File: config.mk
export PLATFORM = sky130hd
export DESIGN_NAME = riscv_core_hazard_unit_mc_flat
export DESIGN_NICKNAME = d
export VERILOG_FILES = /design/src/rtl/riscv_core_hazard_pkg.sv /design/src/rtl/riscv_core_hazard_unit_mc_if.sv /design/src/rtl/riscv_core_hazard_mdu_fsm.sv /design/src/rtl/riscv_core_hazard_unit_mc.sv /design/src/flat_wrapper.sv
export SDC_FILE = /design/constraint.sdc
export NUM_CORES = 1
export LEC_CHECK = 0
export ABC_AREA = 1
export BUFFER_PORTS_ARGS = -buffer_cell sky130_fd_sc_hd__buf_2
export CORE_UTILIZATION = 30
export DETAILED_ROUTE_END_ITERATION = 12
export GPL_TIMING_DRIVEN = 0
export PLACE_DENSITY = 0.61
export REMOVE_ABC_BUFFERS = 1
export SETUP_SLACK_MARGIN = 0.5
export SLEW_MARGIN = 40
export SYNTH_ARGS = -nofsm -noshare
export SYNTH_HDL_FRONTEND = slang
export SYNTH_SLANG_ARGS = --single-unit
File: constraint.sdc
create_clock -name clk -period 1.2 [get_ports clk]
set_input_delay 0.06 -clock clk [delete_from_list [all_inputs] [get_ports clk]]
set_output_delay 0.06 -clock clk [all_outputs]
set_load 0.005 [all_outputs]
File: src/rtl/riscv_core_hazard_pkg.sv
// Shared types for the RV64 hazard unit: forwarding selects, MDU FSM states, x0 index.
package riscv_core_hazard_pkg;

  typedef enum logic [1:0] {
    FWD_RF  = 2'b00,
    FWD_WB  = 2'b01,
    FWD_MEM = 2'b10
  } fwd_sel_e;

  typedef enum logic {
    HU_IDLE = 1'b0,
    HU_BUSY = 1'b1
  } hu_state_e;

  localparam int REG_X0 = 0;

endpackage

File: src/rtl/riscv_core_hazard_unit_mc_if.sv
// Datapath <-> hazard unit signal bundle; master is the datapath, slave the hazard unit.
// Perf counter outputs exist only when RISCV_HU_PERF_CNT_EN is defined.
interface riscv_core_hazard_unit_mc_if #(
  parameter int REG_ADDR_W = 5
`ifdef RISCV_HU_PERF_CNT_EN
  , parameter int CNT_W = 32
`endif
);

  logic [REG_ADDR_W-1:0] i_hazard_unit_rs1_id;
  logic [REG_ADDR_W-1:0] i_hazard_unit_rs2_id;
  logic [REG_ADDR_W-1:0] i_hazard_unit_rs1_ex;
  logic [REG_ADDR_W-1:0] i_hazard_unit_rs2_ex;
  logic [REG_ADDR_W-1:0] i_hazard_unit_rd_ex;
  logic [REG_ADDR_W-1:0] i_hazard_unit_rd_mem;
  logic [REG_ADDR_W-1:0] i_hazard_unit_rd_wb;
  logic                  i_hazard_unit_regwrite_mem;
  logic                  i_hazard_unit_regwrite_wb;
  logic                  i_hazard_unit_resultsrc0_ex;
  logic                  i_hazard_unit_pcsrc_ex;
  logic                  i_hazard_unit_mdu_start_ex;
  logic                  i_hazard_unit_mdu_done_ex;
  logic                  i_hazard_unit_kill;

  logic [1:0]            o_hazard_unit_forwarda_ex;
  logic [1:0]            o_hazard_unit_forwardb_ex;
  logic                  o_hazard_unit_stall_if;
  logic                  o_hazard_unit_stall_id;
  logic                  o_hazard_unit_stall_ex;
  logic                  o_hazard_unit_flush_id;
  logic                  o_hazard_unit_flush_ex;
  logic                  o_hazard_unit_flush_mem;
  logic                  o_hazard_unit_mdu_busy;
  logic                  o_hazard_unit_mdu_timeout;
`ifdef RISCV_HU_PERF_CNT_EN
  logic [CNT_W-1:0]      o_hazard_unit_stall_cnt;
  logic [CNT_W-1:0]      o_hazard_unit_flush_cnt;
`endif

  modport master (
    output i_hazard_unit_rs1_id, i_hazard_unit_rs2_id,
    output i_hazard_unit_rs1_ex, i_hazard_unit_rs2_ex, i_hazard_unit_rd_ex,
    output i_hazard_unit_rd_mem, i_hazard_unit_rd_wb,
    output i_hazard_unit_regwrite_mem, i_hazard_unit_regwrite_wb,
    output i_hazard_unit_resultsrc0_ex, i_hazard_unit_pcsrc_ex,
    output i_hazard_unit_mdu_start_ex, i_hazard_unit_mdu_done_ex, i_hazard_unit_kill,
    input  o_hazard_unit_forwarda_ex, o_hazard_unit_forwardb_ex,
    input  o_hazard_unit_stall_if, o_hazard_unit_stall_id, o_hazard_unit_stall_ex,
    input  o_hazard_unit_flush_id, o_hazard_unit_flush_ex, o_hazard_unit_flush_mem,
    input  o_hazard_unit_mdu_busy, o_hazard_unit_mdu_timeout
`ifdef RISCV_HU_PERF_CNT_EN
    , input o_hazard_unit_stall_cnt, o_hazard_unit_flush_cnt
`endif
  );

  modport slave (
    input  i_hazard_unit_rs1_id, i_hazard_unit_rs2_id,
    input  i_hazard_unit_rs1_ex, i_hazard_unit_rs2_ex, i_hazard_unit_rd_ex,
    input  i_hazard_unit_rd_mem, i_hazard_unit_rd_wb,
    input  i_hazard_unit_regwrite_mem, i_hazard_unit_regwrite_wb,
    input  i_hazard_unit_resultsrc0_ex, i_hazard_unit_pcsrc_ex,
    input  i_hazard_unit_mdu_start_ex, i_hazard_unit_mdu_done_ex, i_hazard_unit_kill,
    output o_hazard_unit_forwarda_ex, o_hazard_unit_forwardb_ex,
    output o_hazard_unit_stall_if, o_hazard_unit_stall_id, o_hazard_unit_stall_ex,
    output o_hazard_unit_flush_id, o_hazard_unit_flush_ex, o_hazard_unit_flush_mem,
    output o_hazard_unit_mdu_busy, o_hazard_unit_mdu_timeout
`ifdef RISCV_HU_PERF_CNT_EN
    , output o_hazard_unit_stall_cnt, o_hazard_unit_flush_cnt
`endif
  );

endinterface

File: src/rtl/riscv_core_hazard_mdu_fsm.sv
// Multi-cycle MDU tracker: IDLE/BUSY FSM, busy-cycle watchdog and sticky timeout flag.
module riscv_core_hazard_mdu_fsm
  import riscv_core_hazard_pkg::*;
#(
  parameter int MDU_MAX_CYCLES = 64
) (
  input  logic clk,
  input  logic rst_n,
  input  logic mdu_start_i,
  input  logic mdu_done_i,
  input  logic kill_i,
  output logic mdu_stall_o,
  output logic wd_hit_o,
  output logic mdu_busy_o,
  output logic mdu_timeout_o
);

  localparam int                    BusyCntW = $clog2(MDU_MAX_CYCLES);
  localparam logic [BusyCntW-1:0]   WdLimit  = BusyCntW'(MDU_MAX_CYCLES - 1);

  hu_state_e           state_q, state_d;
  logic [BusyCntW-1:0] busyCnt_q, busyCnt_d;
  logic                timeout_q, timeout_d;
  logic                wdHit;

  assign wdHit = (state_q == HU_BUSY) && (busyCnt_q == WdLimit);

  always_ff @(posedge clk or negedge rst_n) begin
    if (!rst_n) begin
      state_q   <= HU_IDLE;
      busyCnt_q <= '0;
      timeout_q <= 1'b0;
    end else begin
      state_q   <= state_d;
      busyCnt_q <= busyCnt_d;
      timeout_q <= timeout_d;
    end
  end

  // Counter is cleared on every exit so it never wraps and wdHit cannot linger.
  always_comb begin
    state_d   = state_q;
    busyCnt_d = busyCnt_q;
    timeout_d = timeout_q | wdHit;
    unique case (state_q)
      HU_IDLE: begin
        if (mdu_start_i && !mdu_done_i && !kill_i) begin
          state_d   = HU_BUSY;
          busyCnt_d = '0;
        end
      end
      HU_BUSY: begin
        if (kill_i || mdu_done_i || wdHit) begin
          state_d   = HU_IDLE;
          busyCnt_d = '0;
        end else begin
          busyCnt_d = busyCnt_q + BusyCntW'(1);
        end
      end
      default: begin
        state_d   = HU_IDLE;
        busyCnt_d = '0;
      end
    endcase
  end

  always_comb begin
    mdu_stall_o = 1'b0;
    unique case (state_q)
      HU_IDLE: mdu_stall_o = mdu_start_i && !mdu_done_i && !kill_i;
      HU_BUSY: mdu_stall_o = !mdu_done_i && !kill_i && !wdHit;
      default: mdu_stall_o = 1'b0;
    endcase
    wd_hit_o      = wdHit;
    mdu_busy_o    = (state_q == HU_BUSY);
    mdu_timeout_o = timeout_q;
  end

endmodule

File: src/rtl/riscv_core_hazard_unit_mc.sv
// RV64 5-stage hazard unit: forwarding, load-use stall, branch flush, MDU stall/watchdog, kill.
// Define RISCV_HU_PERF_CNT_EN to add saturating stall/flush performance counters.
module riscv_core_hazard_unit_mc
  import riscv_core_hazard_pkg::*;
#(
  parameter int REG_ADDR_W     = 5,
  parameter int MDU_MAX_CYCLES = 64
`ifdef RISCV_HU_PERF_CNT_EN
  , parameter int CNT_W        = 32
`endif
) (
  input logic                        clk,
  input logic                        rst_n,
  riscv_core_hazard_unit_mc_if.slave hu
);

  localparam logic [REG_ADDR_W-1:0] X0 = REG_ADDR_W'(REG_X0);

  function automatic fwd_sel_e fwdSelect(
    input logic                  regwriteMem,
    input logic [REG_ADDR_W-1:0] rdMem,
    input logic                  regwriteWb,
    input logic [REG_ADDR_W-1:0] rdWb,
    input logic [REG_ADDR_W-1:0] rs
  );
    if (regwriteMem && (rdMem != X0) && (rdMem == rs)) begin
      return FWD_MEM;
    end else if (regwriteWb && (rdWb != X0) && (rdWb == rs)) begin
      return FWD_WB;
    end
    return FWD_RF;
  endfunction

  logic lwStall;
  logic mduStall;
  logic wdHit;
  logic kill;
  logic pcsrcFlush;
  logic stallFront;

  assign hu.o_hazard_unit_forwarda_ex = fwdSelect(hu.i_hazard_unit_regwrite_mem,
                                                  hu.i_hazard_unit_rd_mem,
                                                  hu.i_hazard_unit_regwrite_wb,
                                                  hu.i_hazard_unit_rd_wb,
                                                  hu.i_hazard_unit_rs1_ex);
  assign hu.o_hazard_unit_forwardb_ex = fwdSelect(hu.i_hazard_unit_regwrite_mem,
                                                  hu.i_hazard_unit_rd_mem,
                                                  hu.i_hazard_unit_regwrite_wb,
                                                  hu.i_hazard_unit_rd_wb,
                                                  hu.i_hazard_unit_rs2_ex);

  assign lwStall = hu.i_hazard_unit_resultsrc0_ex && (hu.i_hazard_unit_rd_ex != X0) &&
                   ((hu.i_hazard_unit_rd_ex == hu.i_hazard_unit_rs1_id) ||
                    (hu.i_hazard_unit_rd_ex == hu.i_hazard_unit_rs2_id));

  assign kill = hu.i_hazard_unit_kill;

  riscv_core_hazard_mdu_fsm #(
    .MDU_MAX_CYCLES (MDU_MAX_CYCLES)
  ) u_mdu_fsm (
    .clk           (clk),
    .rst_n         (rst_n),
    .mdu_start_i   (hu.i_hazard_unit_mdu_start_ex),
    .mdu_done_i    (hu.i_hazard_unit_mdu_done_ex),
    .kill_i        (kill),
    .mdu_stall_o   (mduStall),
    .wd_hit_o      (wdHit),
    .mdu_busy_o    (hu.o_hazard_unit_mdu_busy),
    .mdu_timeout_o (hu.o_hazard_unit_mdu_timeout)
  );

  // A branch resolved in EX is ignored while EX is frozen holding the MDU op.
  assign pcsrcFlush = !mduStall && hu.i_hazard_unit_pcsrc_ex;
  assign stallFront = lwStall || mduStall;

  assign hu.o_hazard_unit_stall_if  = stallFront;
  assign hu.o_hazard_unit_stall_id  = stallFront;
  assign hu.o_hazard_unit_stall_ex  = mduStall;
  assign hu.o_hazard_unit_flush_mem = mduStall || kill || wdHit;
  assign hu.o_hazard_unit_flush_ex  = kill || wdHit || (!mduStall && lwStall) || pcsrcFlush;
  assign hu.o_hazard_unit_flush_id  = kill || wdHit || pcsrcFlush;

`ifdef RISCV_HU_PERF_CNT_EN
  logic [CNT_W-1:0] stallCnt_q, stallCnt_d;
  logic [CNT_W-1:0] flushCnt_q, flushCnt_d;

  // Both counters stick at all-ones rather than wrapping.
  always_comb begin
    stallCnt_d = stallCnt_q;
    flushCnt_d = flushCnt_q;
    if (stallFront && (stallCnt_q != '1)) begin
      stallCnt_d = stallCnt_q + CNT_W'(1);
    end
    if (pcsrcFlush && (flushCnt_q != '1)) begin
      flushCnt_d = flushCnt_q + CNT_W'(1);
    end
  end

  always_ff @(posedge clk or negedge rst_n) begin
    if (!rst_n) begin
      stallCnt_q <= '0;
      flushCnt_q <= '0;
    end else begin
      stallCnt_q <= stallCnt_d;
      flushCnt_q <= flushCnt_d;
    end
  end

  assign hu.o_hazard_unit_stall_cnt = stallCnt_q;
  assign hu.o_hazard_unit_flush_cnt = flushCnt_q;
`endif

endmodule

File: src/flat_wrapper.sv
// flat-port wrapper written by rule: the top's interface ports become plain ports
module riscv_core_hazard_unit_mc_flat import riscv_core_hazard_pkg::*;
#(
  parameter int REG_ADDR_W     = 5,
  parameter int MDU_MAX_CYCLES = 64

)
  (clk, rst_n, hu_i_hazard_unit_rs1_id, hu_i_hazard_unit_rs2_id, hu_i_hazard_unit_rs1_ex, hu_i_hazard_unit_rs2_ex, hu_i_hazard_unit_rd_ex, hu_i_hazard_unit_rd_mem, hu_i_hazard_unit_rd_wb, hu_i_hazard_unit_regwrite_mem, hu_i_hazard_unit_regwrite_wb, hu_i_hazard_unit_resultsrc0_ex, hu_i_hazard_unit_pcsrc_ex, hu_i_hazard_unit_mdu_start_ex, hu_i_hazard_unit_mdu_done_ex, hu_i_hazard_unit_kill, hu_o_hazard_unit_forwarda_ex, hu_o_hazard_unit_forwardb_ex, hu_o_hazard_unit_stall_if, hu_o_hazard_unit_stall_id, hu_o_hazard_unit_stall_ex, hu_o_hazard_unit_flush_id, hu_o_hazard_unit_flush_ex, hu_o_hazard_unit_flush_mem, hu_o_hazard_unit_mdu_busy, hu_o_hazard_unit_mdu_timeout);
  riscv_core_hazard_unit_mc_if #(.REG_ADDR_W(REG_ADDR_W)) hu_i ();
  input logic clk;
  input logic rst_n;
  input wire logic [$bits(hu_i.i_hazard_unit_rs1_id)-1:0] hu_i_hazard_unit_rs1_id;
  input wire logic [$bits(hu_i.i_hazard_unit_rs2_id)-1:0] hu_i_hazard_unit_rs2_id;
  input wire logic [$bits(hu_i.i_hazard_unit_rs1_ex)-1:0] hu_i_hazard_unit_rs1_ex;
  input wire logic [$bits(hu_i.i_hazard_unit_rs2_ex)-1:0] hu_i_hazard_unit_rs2_ex;
  input wire logic [$bits(hu_i.i_hazard_unit_rd_ex)-1:0] hu_i_hazard_unit_rd_ex;
  input wire logic [$bits(hu_i.i_hazard_unit_rd_mem)-1:0] hu_i_hazard_unit_rd_mem;
  input wire logic [$bits(hu_i.i_hazard_unit_rd_wb)-1:0] hu_i_hazard_unit_rd_wb;
  input wire logic [$bits(hu_i.i_hazard_unit_regwrite_mem)-1:0] hu_i_hazard_unit_regwrite_mem;
  input wire logic [$bits(hu_i.i_hazard_unit_regwrite_wb)-1:0] hu_i_hazard_unit_regwrite_wb;
  input wire logic [$bits(hu_i.i_hazard_unit_resultsrc0_ex)-1:0] hu_i_hazard_unit_resultsrc0_ex;
  input wire logic [$bits(hu_i.i_hazard_unit_pcsrc_ex)-1:0] hu_i_hazard_unit_pcsrc_ex;
  input wire logic [$bits(hu_i.i_hazard_unit_mdu_start_ex)-1:0] hu_i_hazard_unit_mdu_start_ex;
  input wire logic [$bits(hu_i.i_hazard_unit_mdu_done_ex)-1:0] hu_i_hazard_unit_mdu_done_ex;
  input wire logic [$bits(hu_i.i_hazard_unit_kill)-1:0] hu_i_hazard_unit_kill;
  output wire logic [$bits(hu_i.o_hazard_unit_forwarda_ex)-1:0] hu_o_hazard_unit_forwarda_ex;
  output wire logic [$bits(hu_i.o_hazard_unit_forwardb_ex)-1:0] hu_o_hazard_unit_forwardb_ex;
  output wire logic [$bits(hu_i.o_hazard_unit_stall_if)-1:0] hu_o_hazard_unit_stall_if;
  output wire logic [$bits(hu_i.o_hazard_unit_stall_id)-1:0] hu_o_hazard_unit_stall_id;
  output wire logic [$bits(hu_i.o_hazard_unit_stall_ex)-1:0] hu_o_hazard_unit_stall_ex;
  output wire logic [$bits(hu_i.o_hazard_unit_flush_id)-1:0] hu_o_hazard_unit_flush_id;
  output wire logic [$bits(hu_i.o_hazard_unit_flush_ex)-1:0] hu_o_hazard_unit_flush_ex;
  output wire logic [$bits(hu_i.o_hazard_unit_flush_mem)-1:0] hu_o_hazard_unit_flush_mem;
  output wire logic [$bits(hu_i.o_hazard_unit_mdu_busy)-1:0] hu_o_hazard_unit_mdu_busy;
  output wire logic [$bits(hu_i.o_hazard_unit_mdu_timeout)-1:0] hu_o_hazard_unit_mdu_timeout;
  assign hu_i.i_hazard_unit_rs1_id = hu_i_hazard_unit_rs1_id;
  assign hu_i.i_hazard_unit_rs2_id = hu_i_hazard_unit_rs2_id;
  assign hu_i.i_hazard_unit_rs1_ex = hu_i_hazard_unit_rs1_ex;
  assign hu_i.i_hazard_unit_rs2_ex = hu_i_hazard_unit_rs2_ex;
  assign hu_i.i_hazard_unit_rd_ex = hu_i_hazard_unit_rd_ex;
  assign hu_i.i_hazard_unit_rd_mem = hu_i_hazard_unit_rd_mem;
  assign hu_i.i_hazard_unit_rd_wb = hu_i_hazard_unit_rd_wb;
  assign hu_i.i_hazard_unit_regwrite_mem = hu_i_hazard_unit_regwrite_mem;
  assign hu_i.i_hazard_unit_regwrite_wb = hu_i_hazard_unit_regwrite_wb;
  assign hu_i.i_hazard_unit_resultsrc0_ex = hu_i_hazard_unit_resultsrc0_ex;
  assign hu_i.i_hazard_unit_pcsrc_ex = hu_i_hazard_unit_pcsrc_ex;
  assign hu_i.i_hazard_unit_mdu_start_ex = hu_i_hazard_unit_mdu_start_ex;
  assign hu_i.i_hazard_unit_mdu_done_ex = hu_i_hazard_unit_mdu_done_ex;
  assign hu_i.i_hazard_unit_kill = hu_i_hazard_unit_kill;
  assign hu_o_hazard_unit_forwarda_ex = hu_i.o_hazard_unit_forwarda_ex;
  assign hu_o_hazard_unit_forwardb_ex = hu_i.o_hazard_unit_forwardb_ex;
  assign hu_o_hazard_unit_stall_if = hu_i.o_hazard_unit_stall_if;
  assign hu_o_hazard_unit_stall_id = hu_i.o_hazard_unit_stall_id;
  assign hu_o_hazard_unit_stall_ex = hu_i.o_hazard_unit_stall_ex;
  assign hu_o_hazard_unit_flush_id = hu_i.o_hazard_unit_flush_id;
  assign hu_o_hazard_unit_flush_ex = hu_i.o_hazard_unit_flush_ex;
  assign hu_o_hazard_unit_flush_mem = hu_i.o_hazard_unit_flush_mem;
  assign hu_o_hazard_unit_mdu_busy = hu_i.o_hazard_unit_mdu_busy;
  assign hu_o_hazard_unit_mdu_timeout = hu_i.o_hazard_unit_mdu_timeout;
  riscv_core_hazard_unit_mc #(.REG_ADDR_W(REG_ADDR_W), .MDU_MAX_CYCLES(MDU_MAX_CYCLES)) u_core (.clk(clk), .rst_n(rst_n), .hu(hu_i));
endmodule
==> flow_summary.yaml <==
outcome:
  outcome: "finished, violations left"
  violations: "setup timing"
clocking:
  ctsHtreeMaxLevel: 1
  clock-sinks: 8
  cts_tree: "built"
  clk_pin_slew_ns: 0.06
  cts_root_buf: "clkbuf_4"
  cts_buffers: 3
  insertion_delay_ns: 0.25
  clockBufferDepth: 2
final_layout:
  layoutNonFillerInstCount: 264
  final_common_cell: "nand2_1"
  fin_nets: 267
  final_cell_mix: "40 x nand2_1, 38 x buf_2, 21 x inv_1"
  drive_gt1_share_pct: 48.2
  area_growth_pct: 75.7
  multi_input_area_um2: 828
  fin_util_pct: 56.1
  fillCellCount: 293
  n_antenna_cell: 0
  regArea_um2: 201
sta:
  fin_crit_ns: 1.58
  slew_headroom_pct: 83.3
  worst_slew_pin_slew_ns: 0.251
  finalClockSkew_ns: 0.000310
  final_max_slew_viol_count: 0
  hold_viol: 0
  final-setup-viol-count: 13
  rsz0062_at_grt: "true"
  fin_crit_sh_pct: 131
  worst_slack_ns: -0.376
  fmax_mhz: 634
die:
  coreArea_um2: 3080
  start_util_pct: 32.0
  die_h_um: 59.3
  fp-row-count: 20
  die_x_um: 59.3
  ioPinCount: 56
  dieArea_um2: 3510
setup_path:
  critPathBufInv: 1
  cp.arrival_ns: 1.52
  r2r_setup_slack_ns: -0.29
  worstPathCellList: "ha_4, nand4_4, nor2_4, nor2_4, nor2_8, nand3_2, nand2_1, buf_2"
  critPathMaxStageDelay_ns: 0.39
  timing.rr.start: "u_core.u_mdu_fsm.busyCnt_q[0]"
  r2r_end: "u_core.u_mdu_fsm.busyCnt_q[1]"
  cp.required_ns: 1.14
  ff2ff_path_depth: 7
  critical_path_class: "register to output pin"
  crit_slowest_cell: "dfrtp_1"
  end_kind: "output pin"
  crit_path_frequent_cell: "nor2_4"
  cp_top_family: "simple AND/OR/NAND/NOR gates"
  cp_max_fo: 4
  worstSetupStartpointType: "register"
route:
  wirelength_mm: 2.81
  viasPerCell: 4.35
  antenna_left: 0
  drt-pass1-iter-count: 4
  routedWlPerCell_um: 10.6
  drt_iter0_markers: 52
  drc: 0
  dr_total_vias: 1148
synth:
  syn_inst: 147
  ys.flop_type: "dfrtp_1"
  syn_avg_cell_area_um2: 6.69
  ys_warn_count: 0
  synth_area_leader_cell: "dfrtp_1"
  yosys-top-cells-area: "dfrtp_1 20%, nand2_1 16%, xnor2_1 12%"
  synth_edf_count: 0
  ys_ff_latch: 8
  syn_area_um2: 983
  async_flop_share_pct: 100
  synth.distinct_cells: 24
  synth_top_area_share_pct: 20.4
  ys_seq_area_share_pct: 20.4
placement:
  routabilityCongestion: 0.780
  port-buffer-count: 55
  dp_hpwl_mm: 1.86
  dpl.cell_count: 245
pwr:
  peakVddDrop_mv: 0.264
  switchingPower_mw: 0.300
  p_int_mw: 0.630
  seqPwrFrac_pct: 30.5
  p_leak_nw: 0.949
  p_sw_share_pct: 32.3
  p_clk_share_pct: 23.1
  power_density_nw_per_um2: 538
  combPwrFrac_pct: 46.3
grt:
  grt.total_usage_pct: 15.6
  grt_pass1_wl_mm: 4.21
  grt_max_degree: 9
  antenna_found_initial: 0
  grt_pass1_vias: 1077
  overflow: 0
flow_run:
  maxCapViolCount: 0
hold_path:
  min_path_type: "primary input to asynchronous set/reset pin"
==> repair_timing <==
action                                 4_1_cts  5_1_grt
pin swaps                                   20       24
setup endpoints to repair                   20       20
gates resized for setup                     41       29
endpoints found under the hold margin        8        0
setup buffers                               10        5
hold buffers                                 1        0
==> layer usage <==
| layer | up-vias | share of wire (%) | routed length [um] | GRT usage (%) |
|---|---|---|---|---|
| met5 | - | 0 | 0 | 0 |
| met4 | 0 | 1.9 | 54 | 6.12 |
| met3 | 8 | 4.3 | 120 | 1.97 |
| met2 | 34 | 54 | 1520 | 29.4 |
| met1 | 505 | 39 | 1110 | 17.4 |
| li1 | 601 | - | - | - |
==> synth_stat cells, types with 2 or more instances <==
library cell and n:
nor2_4 3, inv_1 21, xor2_1 11, o21ai_0 5
nand2_1 41, nor3_1 3, dfrtp_1 8, nor2_1 17
nand4_1 2, xnor2_1 14, nand3_1 9
==> how the worst max path moves through the flow <==
stage                                          endpoint  slack (ns)                          start  depth (start not counted)
after detailed placement      hu_o_hazard_unit_flush_ex       -0.23  u_core.u_mdu_fsm.busyCnt_q[0]                          8
after CTS                     hu_o_hazard_unit_flush_ex       -0.41  u_core.u_mdu_fsm.busyCnt_q[1]                          8
after global routing          hu_o_hazard_unit_flush_ex       -0.46  u_core.u_mdu_fsm.busyCnt_q[0]                          8
after global placement        hu_o_hazard_unit_flush_ex       -0.22  u_core.u_mdu_fsm.busyCnt_q[0]                          8
final                         hu_o_hazard_unit_flush_ex       -0.38  u_core.u_mdu_fsm.busyCnt_q[0]                          8
after floorplan           u_core.u_mdu_fsm.busyCnt_q[1]       -0.04  u_core.u_mdu_fsm.busyCnt_q[0]                          5
==> area by class of cell <==
cell class              count  share of cell area (%)
repair buffers             71                    31.1
multi-input cells         116                    47.9
well taps                  44                    3.19
inverters                  22                    4.78
flip-flops and latches      8                    11.7
clock buffers               3                    1.30
==> kinds of logic (layout without fill, tap and decap cells) <==
group,count (synthesis),count (layout),synth area share (%)
XOR/XNOR,25,25,22.3
flip-flops,8,8,20.4
AND/OR/NAND/NOR,81,81,40.5
AO/OA/AOI/OAI,9,9,6.49
buffers and inverters,23,96,9.16
adder cells (fa/ha/maj),1,1,1.27
==> through the flow <==
stage	instance area [um2]	hold slack (ns)	TNS (ns)	total power, mW	setup WS (ns)
6_report	1730	0.171	-3.40	0.930	-0.376
5_1_grt	1730	0.178	-4.33	1.00	-0.462
4_1_cts	1580	0.166	-3.26	0.879	-0.413
3_5_place_dp	1310	-0.0901	-1.71	0.592	-0.230
3_3_place_gp	1310	-0.0894	-1.65	0.590	-0.224
2_1_floorplan	976	-0.236	-0.128	0.446	-0.0379
==> power by group through the flow <==
stage / registers, mW / logic (mW) / clock network [mW]
floorplan: 0.288 / 0.158 / 0
global placement: 0.289 / 0.301 / 0
detailed placement: 0.289 / 0.303 / 0
CTS: 0.285 / 0.376 / 0.219
global route: 0.284 / 0.475 / 0.241
finish: 0.284 / 0.431 / 0.215
==> registers in the layout (all words and copies together), names as in the netlist <==
signal / cells
u_core.u_mdu_fsm.busyCnt_q: 6
u_core.u_mdu_fsm.mdu_busy_o: 1
u_core.u_mdu_fsm.mdu_timeout_o: 1
Note: power is estimated with default switching activity, not from simulation.
